**config.mk**
```make
export PLATFORM = sky130hd
export DESIGN_NAME = ss_display_arbiter_flat
export DESIGN_NICKNAME = d
export VERILOG_FILES = /design/src/rtl/ss_display_arbiter_if.sv /design/src/rtl/ss_display_arbiter.sv /design/src/flat_wrapper.sv
export SDC_FILE = /design/constraint.sdc
export NUM_CORES = 1
export LEC_CHECK = 0
export ABC_AREA = 0
export BUFFER_PORTS_ARGS = -buffer_cell sky130_fd_sc_hd__buf_2
export CORE_UTILIZATION = 53
export CTS_CLUSTER_DIAMETER = 30
export CTS_CLUSTER_SIZE = 10
export DETAILED_ROUTE_END_ITERATION = 10
export PLACE_DENSITY = 0.75
export RECOVER_POWER = 100
export SETUP_SLACK_MARGIN = 0.2
export SLEW_MARGIN = 15
export SYNTH_ARGS = -nofsm -noshare
export SYNTH_HDL_FRONTEND = slang
export SYNTH_SLANG_ARGS = --single-unit
```
**constraint.sdc**
```tcl
create_clock -name CLK -period 2.1 [get_ports CLK]
set_input_delay 0.105 -clock CLK [delete_from_list [all_inputs] [get_ports CLK]]
set_output_delay 0.105 -clock CLK [all_outputs]
set_load 0.02 [all_outputs]
```
**src/rtl/ss_display_arbiter_if.sv**
```systemverilog
// ss_display_arbiter_if: requester-side handshake and status bundle for the display arbiter.
interface ss_display_arbiter_if;
    logic       req0, req1, gnt0, gnt1, active_src, busy;
    logic [7:0] data0, data1;
    modport master (output req0, data0, req1, data1, input gnt0, gnt1, active_src, busy);
    modport slave  (input req0, data0, req1, data1, output gnt0, gnt1, active_src, busy);
endinterface

```
**src/rtl/ss_display_arbiter.sv**
```systemverilog
// ss_display_arbiter: round-robin owner of the two-digit seven-segment display
// with a minimum hold time and a blanked, time-multiplexed digit scan.
module ss_display_arbiter #(
    parameter int REFRESH_W    = 16,
    parameter int BLANK_CYCLES = 4,
    parameter int HOLD_CYCLES  = 12000000
) (
    input  logic CLK,
    input  logic RST_n,
    ss_display_arbiter_if.slave bus,
    output logic SS_A_n,
    output logic SS_B_n,
    output logic SS_C_n,
    output logic SS_D_n,
    output logic SS_E_n,
    output logic SS_F_n,
    output logic SS_G_n,
    output logic SS_right
);
    localparam int HW = HOLD_CYCLES > 1 ? $clog2(HOLD_CYCLES) : 1;
    localparam logic [6:0] SEG [16] = '{7'h7E, 7'h30, 7'h6D, 7'h79, 7'h33, 7'h5B, 7'h5F, 7'h70,
                                        7'h7F, 7'h73, 7'h77, 7'h1F, 7'h4E, 7'h3D, 7'h4F, 7'h47};
    typedef enum logic {IDLE, HOLD} state_t;
    state_t         state, state_nx;
    logic [HW-1:0]  hold_cnt, hold_nx;
    logic           grant, src, rr, gnt0, gnt1, active_src, busy;
    logic [7:0]     disp_reg, blank_cnt;
    logic [REFRESH_W-1:0] refresh;
    logic [6:0]     seg_n;
    logic [3:0]     nib;
    // rr holds the last granted source; resetting it to 1 makes req0 win the first tie
    always_comb begin
        state_nx = state;
        hold_nx  = hold_cnt;
        grant    = 1'b0;
        src      = (bus.req0 && bus.req1) ? ~rr : bus.req1;
        if (state == IDLE) begin
            grant    = bus.req0 | bus.req1;
            state_nx = grant ? HOLD : IDLE;
            hold_nx  = HW'(HOLD_CYCLES - 1);
        end else begin
            hold_nx  = hold_cnt - HW'(1);
            state_nx = (hold_cnt == '0) ? IDLE : HOLD;
        end
    end
    always_ff @(posedge CLK or negedge RST_n) begin
        if (!RST_n) begin
            state      <= IDLE;
            hold_cnt   <= '0;
            rr         <= 1'b1;
            disp_reg   <= 8'h00;
            gnt0       <= 1'b0;
            gnt1       <= 1'b0;
            active_src <= 1'b0;
            busy       <= 1'b0;
        end else begin
            state    <= state_nx;
            hold_cnt <= hold_nx;
            gnt0     <= grant & ~src;
            gnt1     <= grant & src;
            busy     <= state_nx == HOLD;
            if (grant) begin
                rr         <= src;
                active_src <= src;
                disp_reg   <= src ? bus.data1 : bus.data0;
            end
        end
    end
    assign nib = SS_right ? disp_reg[3:0] : disp_reg[7:4];
    // segments are loaded only once per digit, at the end of the blank window
    always_ff @(posedge CLK or negedge RST_n) begin
        if (!RST_n) begin
            refresh   <= '0;
            SS_right  <= 1'b0;
            blank_cnt <= 8'(BLANK_CYCLES);
            seg_n     <= '1;
        end else begin
            refresh <= refresh + REFRESH_W'(1);
            if (&refresh) begin
                SS_right  <= ~SS_right;
                blank_cnt <= 8'(BLANK_CYCLES);
                seg_n     <= '1;
            end else if (blank_cnt != 8'd0) begin
                blank_cnt <= blank_cnt - 8'd1;
                if (blank_cnt == 8'd1) seg_n <= ~SEG[nib];
            end
        end
    end
    assign {SS_A_n, SS_B_n, SS_C_n, SS_D_n, SS_E_n, SS_F_n, SS_G_n} = seg_n;
    assign bus.gnt0       = gnt0;
    assign bus.gnt1       = gnt1;
    assign bus.active_src = active_src;
    assign bus.busy       = busy;
endmodule

```
**src/flat_wrapper.sv**
```systemverilog
// flat-port wrapper written by rule: the top's interface ports become plain ports
module ss_display_arbiter_flat 
#(
    parameter int REFRESH_W    = 16,
    parameter int BLANK_CYCLES = 4,
    parameter int HOLD_CYCLES  = 12000000
)
  (CLK, RST_n, SS_A_n, SS_B_n, SS_C_n, SS_D_n, SS_E_n, SS_F_n, SS_G_n, SS_right, bus_req0, bus_data0, bus_req1, bus_data1, bus_gnt0, bus_gnt1, bus_active_src, bus_busy);
  ss_display_arbiter_if bus_i ();
  input  logic CLK;
  input  logic RST_n;
  output logic SS_A_n;
  output logic SS_B_n;
  output logic SS_C_n;
  output logic SS_D_n;
  output logic SS_E_n;
  output logic SS_F_n;
  output logic SS_G_n;
  output logic SS_right;
  input wire logic [$bits(bus_i.req0)-1:0] bus_req0;
  input wire logic [$bits(bus_i.data0)-1:0] bus_data0;
  input wire logic [$bits(bus_i.req1)-1:0] bus_req1;
  input wire logic [$bits(bus_i.data1)-1:0] bus_data1;
  output wire logic [$bits(bus_i.gnt0)-1:0] bus_gnt0;
  output wire logic [$bits(bus_i.gnt1)-1:0] bus_gnt1;
  output wire logic [$bits(bus_i.active_src)-1:0] bus_active_src;
  output wire logic [$bits(bus_i.busy)-1:0] bus_busy;
  assign bus_i.req0 = bus_req0;
  assign bus_i.data0 = bus_data0;
  assign bus_i.req1 = bus_req1;
  assign bus_i.data1 = bus_data1;
  assign bus_gnt0 = bus_i.gnt0;
  assign bus_gnt1 = bus_i.gnt1;
  assign bus_active_src = bus_i.active_src;
  assign bus_busy = bus_i.busy;
  ss_display_arbiter #(.REFRESH_W(REFRESH_W), .BLANK_CYCLES(BLANK_CYCLES), .HOLD_CYCLES(HOLD_CYCLES)) u_core (.CLK(CLK), .RST_n(RST_n), .bus(bus_i), .SS_A_n(SS_A_n), .SS_B_n(SS_B_n), .SS_C_n(SS_C_n), .SS_D_n(SS_D_n), .SS_E_n(SS_E_n), .SS_F_n(SS_F_n), .SS_G_n(SS_G_n), .SS_right(SS_right));
endmodule
```
==> results of run 1 <==
synthesized netlist by cell type, drive strengths merged, types with 3 or more instances:
| master | count | area [µm²] |
|---|---|---|
| nand4 | 7 | 43.79 |
| xor2 | 10 | 87.58 |
| clkbuf | 9 | 33.78 |
| buf | 5 | 27.52 |
| nor4 | 10 | 77.57 |
| o31ai | 6 | 45.04 |
| a21oi | 11 | 55.05 |
| o21ai | 13 | 65.06 |
| nor2 | 22 | 82.58 |
| a211oi | 4 | 30.03 |
| inv | 22 | 82.58 |
| nand2b | 10 | 62.56 |
| or4 | 10 | 78.82 |
| and3 | 5 | 31.28 |
| dfrtp | 60 | 1501 |
| o211ai | 3 | 22.52 |
| dfstp | 9 | 236.5 |
| ha | 11 | 137.6 |
| a21o | 3 | 22.52 |
| nand2 | 28 | 105.1 |
| or3 | 6 | 37.54 |
| mux2i | 10 | 100.1 |
| xnor2 | 16 | 140.1 |
| a222oi | 8 | 80.08 |
| nor3 | 4 | 25.02 |
| nand3 | 19 | 95.09 |
timing repair:
action / 4_1_cts / 5_1_grt
hold buffers: 17 / 0
pin swaps: 4 / 4
endpoints found under the hold margin: 68 / 0
setup buffers: 4 / 5
gates cloned: 1 / 0
resized for setup: 7 / 22
setup endpoints to repair: 13 / 16
worst min path at each step:
stage                   from                  to  slack, ns  cells after the start
detailed placement     RST_n  u_core.hold_cnt[5]       0.15                      2
global placement       RST_n  u_core.hold_cnt[2]       0.15                      2
floorplan              RST_n     u_core.SS_right      -0.19                      0
finish              bus_req0     u_core.bus.gnt0       0.19                      2
CTS                 bus_req0     u_core.bus.gnt0       0.16                      2
global route        bus_req0     u_core.bus.gnt0       0.19                      2
worst max-delay path: cells and delay by family, from the launching register on:
kind / cells / cell delay (ns)
flip-flops: 1 / 0.39
AND/OR/NAND/NOR: 4 / 1.55
per-stage QoR:
stage / instance area (µm²) / setup slack (ns)
detailed placement: 3880 / 0.06934
CTS: 4310 / 0.1544
global route: 4403 / 0.05375
floorplan: 3568 / 0.1561
finish: 4403 / 0.08065
global placement: 3880 / 0.1187
final cells by class:
type	count	area [µm²]	area share [%]
clock buffer	11	141.4	3.211
tap	77	96.34	2.188
multi-input combinational	242	1793	40.72
sequential	69	1739	39.50
clock inverter	5	50.05	1.137
timing repair buffer	74	496.7	11.28
inverter	23	86.33	1.961
cell families (layout without fill, tap and decap cells):
kind of cell / Yosys count / after routing / synth area share, %
AOI/OAI and AO/OA: 63 / 63 / 12.56
xor gates and xnor gates: 26 / 26 / 6.456
adders and majority gates: 11 / 11 / 3.902
muxes: 11 / 11 / 3.157
and+or+nand+nor: 131 / 131 / 20.47
DFF: 69 / 69 / 49.27
buffers and inverters: 37 / 113 / 4.186
where the power goes:
group	switching [mW]	total [mW]	leakage, nW	internal [mW]
Sequential	0.153	1.60	0.821	1.45
Clock	0.486	1.06	0.103	0.573
Combinational	0.369	0.691	1.02	0.322
Total	1.01	3.35	1.94	2.34
routing by layer:
layer  part of all wire [%]  GRT usage, %
met3                    4.4         5.737
met5                      0             0
met1                     45         31.74
met2                     50         38.80
met4                   0.76         8.320
==> out/qor.yml, run 1 <==
relSlewSlack_pct: 37.77
cpMostUsedCell: "or4_4"
clock_skew_ns: 0.006030
finalCoreUtilization_pct: 68.95
status: "finished, final reports clean"
power.density_nw_per_um2: 760.8
synth_warnings: 0
end_kind: "register"
drc: 0
worstPathArrival_ns: 2.28
nets: 450
n_antenna_cell: 0
synth_cell_types: 52
maxCapViolations: 0
clock-sinks: 69
clock-root-buffer: "clkbuf_8"
cts_inserted_buffers: 9
via_count: 2880
die_y_um: 83.58
cp-startpoint: "u_core.hold_cnt[19]"
clockBufferDepth: 2
drt_pass1_iterations: 5
drive_above_1_share_pct: 21.70
crit_chain: "or4_4 -> or4_4 -> or4_1 -> nand3_1"
rows: 29
synthesis.area_um2: 3527
grt_pass1_wl_mm: 13.46
via_per_inst: 5.749
die_area_um2: 6985
wl_per_cell_um: 15.95
finalHoldViolations: 0
netlist_instances: 348
cp-start-kind: "register"
path_max_fanout: 3
clkLatencyLatePin_ns: 0.34
synth_edf_count: 0
rrSetupSlack_ns: 0.08
r2r-start: "u_core.hold_cnt[19]"
reg.largest.list: "u_core.hold_cnt (24), u_core.refresh (16)"
core_area_um2: 6386
slew_viol_final: 0
htree_levels: 3
hpwl_mm: 4.769
cp_slowest_cell: "or4_4"
avgSynthCellArea_um2: 10.14
groute.usage.overall_pct: 23.98
rr_worst_depth: 4
ant_nets: 0
seq_area_frac_synth_pct: 49.27
final_cell_mix: "dfrtp_1 (59), nand2_1 (27), inv_1 (22), nor2_1 (22)"
antenna_found_initial: 0
final_cells: 501
num_io_pins: 32
peakVddDrop_mv: 0.5527
cellLeakagePower_nw: 1.941
worst_path_largest_cell_delay_ns: 0.56
setup_violations: 0
setup-tns-final_ns: 0
place.gp.congestion: 0.8344
grt_pass1_vias: 2897
worstMarginPinSlew_ns: 0.9334
synth_top_flop_cell: "dfrtp_1"
grt-ovfl-total: 0
synth_fp_nets: 379
clkSlewWorstSetupHoldPaths_ns: 0.07
period_minus_slack_ns: 2.019
synthArstFlopShare_pct: 100.0
critical_path_class: "register to register"
drtIter0Drc: 182
die_w_um: 83.58
cp.required_ns: 2.37
post-place-cells: 458
fin_crit_sh_pct: 96.16
start_util_pct: 55.23
ys_seq_elements: 69
area_growth_pct: 24.83
final_common_cell: "dfrtp_1"
largest_reg_flops: 24
power_mw: 3.350
timing.fmax_ghz: 0.4952
top_register: "u_core.hold_cnt"
drt_wl_total_mm: 7.989
reg2reg_to: "u_core.hold_cnt[23]"
hp-class: "primary input to register"
io_buffers: 31
grt_max_degree: 70
cts_tree: "built"
rsz0062_at_grt: "yes"
holdWs_ns: 0.1890
endpoint: "u_core.hold_cnt[23]"
fill_cells: 487
No activity file was read; power rests on OpenSTA's default activity.
==> run 2, diff against run 1 <==
Settings changed: CORE_ASPECT_RATIO set to 0.8, GPL_TIMING_DRIVEN set to 0.
==> out/qor.yml, run 2 (synthesis gave the netlist of run 1 again) <==
status: "finished, final reports clean"  # unchanged
fin_crit_sh_pct: 97.28  # was 96.16%
groute.usage.overall_pct: 25.21  # was 23.98%
nets: 469  # was 450
worst_path_largest_cell_delay_ns: 0.43  # was 0.56 ns
setup_violations: 0  # unchanged
via_per_inst: 5.917  # was 5.749
crit_chain: "clkbuf_16 -> buf_12 -> mux2i_4 -> inv_2 -> ha_4 -> nand2b_1 -> o22ai_1 -> a2111oi_1 -> o21ai_0"  # was or4_4 -> or4_4 -> or4_1 -> nand3_1
relSlewSlack_pct: 35.89  # was 37.77%
num_io_pins: 32  # unchanged
die_w_um: 93.21  # was 83.58 µm
clkSlewWorstSetupHoldPaths_ns: 0.07  # about the same
hp-class: "primary input to register"  # unchanged
finalHoldViolations: 0  # unchanged
grt_max_degree: 41  # was 70
core_area_um2: 6409  # was 6386 µm²
place.gp.congestion: 0.8733  # was 0.8344
r2r-start: "u_core.SS_right"  # was u_core.hold_cnt[19]
htree_levels: 3  # unchanged
die_area_um2: 6987  # was 6985 µm²
cts_tree: "built"  # unchanged
cp_slowest_cell: "a2111oi_1"  # was or4_4
worst_slack_ns: 0.05715  # was 0.08065 ns
clockBufferDepth: 2  # unchanged
fin_area_um2: 4646  # was 4403 µm²
antenna_found_initial: 0  # unchanged
ant_nets: 0  # unchanged
peakVddDrop_mv: 0.5460  # was 0.5527 mV
io_buffers: 31  # unchanged
grt_pass1_vias: 2824  # was 2897
worstMarginPinSlew_ns: 0.9616  # was 0.9334 ns
power.density_nw_per_um2: 779.8  # was 760.8 nW/µm²
drt_wl_total_mm: 9.098  # was 7.989 mm
top_register: "u_core.hold_cnt"  # unchanged
cts_inserted_buffers: 9  # unchanged
drtIter0Drc: 303  # was 182
placed_cell_area_um2: 3851  # was 3880 µm²
min_path_cells: 3  # was 2
path_max_fanout: 5  # was 3
clock-sinks: 69  # unchanged
cp-startpoint: "u_core.SS_right"  # was u_core.hold_cnt[19]
wl_per_cell_um: 17.26  # was 15.95 µm
timing.fmax_ghz: 0.4895  # was 0.4952 GHz
end_kind: "register"  # unchanged
endpoint: "u_core.seg_n[0]"  # was u_core.hold_cnt[23]
reg2reg_to: "u_core.seg_n[0]"  # was u_core.hold_cnt[23]
cellLeakagePower_nw: 2.023  # was 1.941 nW
rsz0062_at_grt: "yes"  # unchanged
period_minus_slack_ns: 2.043  # was 2.019 ns
drt_pass1_iterations: 6  # was 5
rows: 26  # was 29
reg.largest.list: "u_core.hold_cnt (24), u_core.refresh (16)"  # unchanged
hpwl_mm: 5.303  # was 4.769 mm
grt_pass1_wl_mm: 13.25  # was 13.46 mm
drc: 0  # unchanged
rr_worst_depth: 9  # was 4
clkLatencyLatePin_ns: 0.36  # was 0.34 ns
clock-root-buffer: "clkbuf_8"  # unchanged
critical_path_class: "register to register"  # unchanged
post-place-cells: 464  # was 458
fill_cells: 447  # was 487
via_count: 3118  # was 2880
maxCapViolations: 0  # unchanged
slew_viol_final: 0  # unchanged
final_cells: 527  # was 501
n_antenna_cell: 0  # unchanged
cp-start-kind: "register"  # unchanged
power_mw: 3.623  # was 3.350 mW
start_util_pct: 55.04  # was 55.23%
final_cell_mix: "dfrtp_1 (58), nand2_1 (28), buf_4 (26), nor2_1 (22), inv_1 (21)"  # was dfrtp_1 (59), nand2_1 (27), inv_1 (22), nor2_1 (22)
die_y_um: 74.97  # was 83.58 µm
setup-tns-final_ns: 0  # unchanged
area_growth_pct: 31.71  # was 24.83%
grt-ovfl-total: 0  # unchanged
clock_skew_ns: 0.01035  # was 0.006030 ns
drive_above_1_share_pct: 26.64  # was 21.70%
largest_reg_flops: 24  # unchanged
rrSetupSlack_ns: 0.06  # was 0.08 ns
worstPathArrival_ns: 2.30  # was 2.28 ns
final_common_cell: "dfrtp_1"  # unchanged
place_ws_ns: -0.1419  # was 0.06934 ns
cp.required_ns: 2.36  # was 2.37 ns
[run 2: critical path, delay by kind of cell (launching register included)]
kind / cells / cell delay, ns
buffers and inverters: 3 / 0.37
DFF: 1 / 0.42
and+or+nand+nor: 1 / 0.07
AOI/OAI and AO/OA: 3 / 0.68
adders and majority gates: 1 / 0.19
muxes: 1 / 0.21
[run 2: area by class of cell]
type	instances	area [µm²]	area share, %
Clock inverter	7	90.09	1.939
Timing Repair inverter	1	5.005	0.1077
Inverter	23	90.09	1.939
Buffer	14	112.6	2.424
Clock buffer	9	123.9	2.666
Timing Repair Buffer	78	558.0	12.01
Multi-Input combinational cell	242	1821	39.19
Sequential cell	69	1740	37.46
Tap cell	84	105.1	2.262
[run 2: through the flow]
stage               hold WS (ns)  util (%)
detailed placement       0.06213     60.09
finish                   0.01210     72.49
CTS                    0.0006285     69.62
floorplan                -0.1906         -
global placement          0.3162     59.74
global route             0.02172     72.49
[run 2: routing by layer]
layer | wire [µm] | vias up | track usage (%) | share of wire [%]
li1 | - | 1441 | - | -
met1 | 4130 | 1521 | 33.92 | 45
met2 | 4125 | 131 | 39.54 | 45
met3 | 639 | 25 | 6.970 | 7.0
met4 | 202 | 0 | 9.573 | 2.2
met5 | 0 | - | 0 | 0
[run 2: how the worst min path moves through the flow]
stage / from / to
4_1_cts: bus_data0[2] / u_core.disp_reg[2]
3_3_place_gp: bus_data1[5] / u_core.disp_reg[5]
2_1_floorplan: RST_n / u_core.SS_right
5_1_grt: bus_data0[2] / u_core.disp_reg[2]
6_report: bus_data0[2] / u_core.disp_reg[2]
3_5_place_dp: RST_n / u_core.blank_cnt[7]
[run 2: power by group]
group,switching [mW],leakage (nW),internal [mW],total [mW]
Sequential,0.154,0.818,1.45,1.60
Combinational,0.457,1.10,0.396,0.853
Clock,0.510,0.105,0.661,1.17
[run 2: timing repair]
action | CTS | global route
endpoints found under the setup margin | 27 | 36
hold buffers | 15 | 0
pin swaps | 8 | 13
gates cloned | 0 | 2
hold endpoints to repair | 37 | 0
setup buffers | 12 | 18
gates resized for setup | 32 | 31
==> run 3, diff against run 2 <==
Settings changed: CORE_UTILIZATION 53 to 45, PLACE_DENSITY 0.75 to 0.66.
==> out/qor.yml, run 3 (synthesis gave the netlist of run 1 again) <==
clock_skew_ns: 0.01004  # was 0.01035 ns
drt_pass1_iterations: 4  # was 6
status: "finished, final reports clean"  # unchanged
die_area_um2: 8198  # was 6987 µm²
p_switching_mw: 1.090  # was 1.121 mW
antenna_found_initial: 0  # unchanged
grt_max_degree: 52  # was 41
worstPathArrival_ns: 2.24  # was 2.30 ns
cp_top_family: "simple AND/OR/NAND/NOR gates"  # was compound AO/OA/AOI/OAI gates
area_growth_pct: 28.59  # was 31.71%
cts_inserted_buffers: 9  # unchanged
finalHoldViolations: 0  # unchanged
top_register: "u_core.hold_cnt"  # unchanged
setup-tns-final_ns: 0  # unchanged
core_area_um2: 7497  # was 6409 µm²
min-delay-start: "bus_data0[4]"  # was bus_data0[2]
worst_path_largest_cell_delay_ns: 0.40  # was 0.43 ns
start_util_pct: 47.05  # was 55.04%
crit_chain: "or3_4 -> or3_1 -> buf_4 -> nor4_1 -> mux2_2"  # was clkbuf_16 -> buf_12 -> mux2i_4 -> inv_2 -> ha_4 -> nand2b_1 -> o22ai_1 -> a2111oi_1 -> o21ai_0
io_buffers: 31  # unchanged
cp.required_ns: 2.32  # was 2.36 ns
p_sw_share_pct: 32.45  # was 30.93%
internal-power_mw: 2.269  # was 2.502 mW
cp-start-kind: "register"  # unchanged
worstMarginPinSlew_ns: 1.188  # was 0.9616 ns
clkLatencyLatePin_ns: 0.34  # was 0.36 ns
cp_num_buf_inv: 1  # was 3
power.density_nw_per_um2: 740.7  # was 779.8 nW/µm²
final_cell_mix: "dfrtp_1 (59), nand2_1 (28), nor2_1 (22), clkbuf_1 (22), inv_1 (21)"  # was dfrtp_1 (58), nand2_1 (28), buf_4 (26), nor2_1 (22), inv_1 (21)
end_kind: "register"  # unchanged
cp_slowest_cell: "or3_4"  # was a2111oi_1
clock-sinks: 69  # unchanged
final_common_cell: "dfrtp_1"  # unchanged
path_max_fanout: 7  # was 5
via_per_inst: 5.468  # was 5.917
ant_nets: 0  # unchanged
setup_violations: 0  # unchanged
clock-root-buffer: "clkbuf_8"  # unchanged
clkSlewWorstSetupHoldPaths_ns: 0.08  # was 0.07 ns
htree_levels: 3  # unchanged
nets: 460  # was 469
grt-ovfl-total: 0  # unchanged
rsz0062_at_grt: "yes"  # unchanged
drive_above_1_share_pct: 23.04  # was 26.64%
hp-class: "primary input to register"  # unchanged
cp-startpoint: "u_core.hold_cnt[12]"  # was u_core.SS_right
groute.usage.overall_pct: 20.43  # was 25.21%
combPwrFrac_pct: 23.7  # was 23.5%
peakVddDrop_mv: 0.3894  # was 0.5460 mV
largest_reg_flops: 24  # unchanged
n_antenna_cell: 0  # unchanged
cellLeakagePower_nw: 1.960  # was 2.023 nW
hpwl_mm: 5.183  # was 5.303 mm
clockBufferDepth: 2  # unchanged
cts_tree: "built"  # unchanged
relSlewSlack_pct: 20.79  # was 35.89%
power_mw: 3.359  # was 3.623 mW
place.gp.congestion: 0.7645  # was 0.8733
rows: 28  # was 26
seqPwrFrac_pct: 47.2  # was 44.1%
period_minus_slack_ns: 2.018  # was 2.043 ns
die_y_um: 81.19  # was 74.97 µm
die_w_um: 101.0  # was 93.21 µm
wl_per_cell_um: 15.20  # was 17.26 µm
fin_crit_sh_pct: 96.07  # was 97.28%
drt_wl_total_mm: 8.193  # was 9.098 mm
maxCapViolations: 0  # unchanged
slew_viol_final: 0  # unchanged
num_io_pins: 32  # unchanged
drc: 0  # unchanged
via_count: 2947  # was 3118
holdWs_ns: 0.02209  # was 0.01210 ns
r2r-start: "u_core.hold_cnt[12]"  # was u_core.SS_right
grt_pass1_wl_mm: 12.92  # was 13.25 mm
critical_path_class: "register to register"  # unchanged
p_clk_share_pct: 29.1  # was 32.3%
grt_pass1_vias: 2802  # was 2824
timing.fmax_ghz: 0.4957  # was 0.4895 GHz
reg.largest.list: "u_core.hold_cnt (24), u_core.refresh (16)"  # unchanged
drtIter0Drc: 196  # was 303
==> run 3: changes by cell type in the layout (fill, tap and decap cells not counted), moves of 3 or more <==
cell,change
buf_6,-3
buf_4,-6
clkbuf_1,+4
o21ai_0,+3
clkbuf_2,-3
o21ai_1,-3
==> run 3: metal layers <==
layer	up-vias	global-route usage [%]	wire (µm)
met5	-	0	0
met4	0	7.536	116
met3	17	4.991	340
met2	65	32.60	3840
met1	1439	27.13	3895
li1	1426	-	-
==> run 3: area by class of cell <==
cell class,instances,area (µm²)
clock buffers,10,137.6
well taps,105,131.4
clock inverters,6,38.79
multi-input cells,242,1826
plain buffers,14,87.58
inverters,23,86.33
flip-flops and latches,69,1739
fillers,639,2962
repair buffers,70,489.2
==> run 3: path summary, 6_finish.rpt <==
path,to,cells after the start,slack (ns)
hold reg to reg,u_core.refresh[0],1,0.47
hold / removal,u_core.disp_reg[4],3,0.02
setup reg to reg,u_core.hold_cnt[21],5,0.08
min in group asynchronous,u_core.disp_reg[0],2,0.52
max in group asynchronous,u_core.blank_cnt[2],3,0.69
setup / recovery,u_core.hold_cnt[21],5,0.08
==> run 3: power by group through the flow <==
| stage | sequential, mW | clock [mW] | combinational [mW] |
|---|---|---|---|
| floorplan | 1.57 | 0 | 0.458 |
| global placement | 1.59 | 0 | 0.607 |
| detailed placement | 1.59 | 0 | 0.638 |
| CTS | 1.58 | 1.00 | 0.729 |
| global route | 1.60 | 1.06 | 0.888 |
| finish | 1.59 | 0.977 | 0.796 |
==> run 3: worst reg2reg max path, stage by stage, from the launching register on <==
cell,delay (ns)
dfrtp_1,0.39
or3_4,0.40
or3_1,0.32
buf_4,0.17
nor4_1,0.25
mux2_2,0.36
==> run 3: timing repair <==
action | CTS | global route
endpoints found under the hold margin | 69 | 0
resized for setup | 24 | 19
pin swaps | 6 | 10
buffers inserted | 9 | 13
endpoints found under the setup margin | 28 | 21
hold buffers | 16 | 0
==> run 3: stage by stage <==
step	cell area [µm²]	setup WS [ns]	util [%]	cells
2_1_floorplan	3568	0.1561	-	348
3_3_place_gp	3855	-0.06175	51.42	484
3_5_place_dp	3885	-0.1115	51.82	485
4_1_cts	4398	0.1224	58.66	526
5_1_grt	4536	0.01375	60.50	539
6_report	4536	0.08249	60.50	539
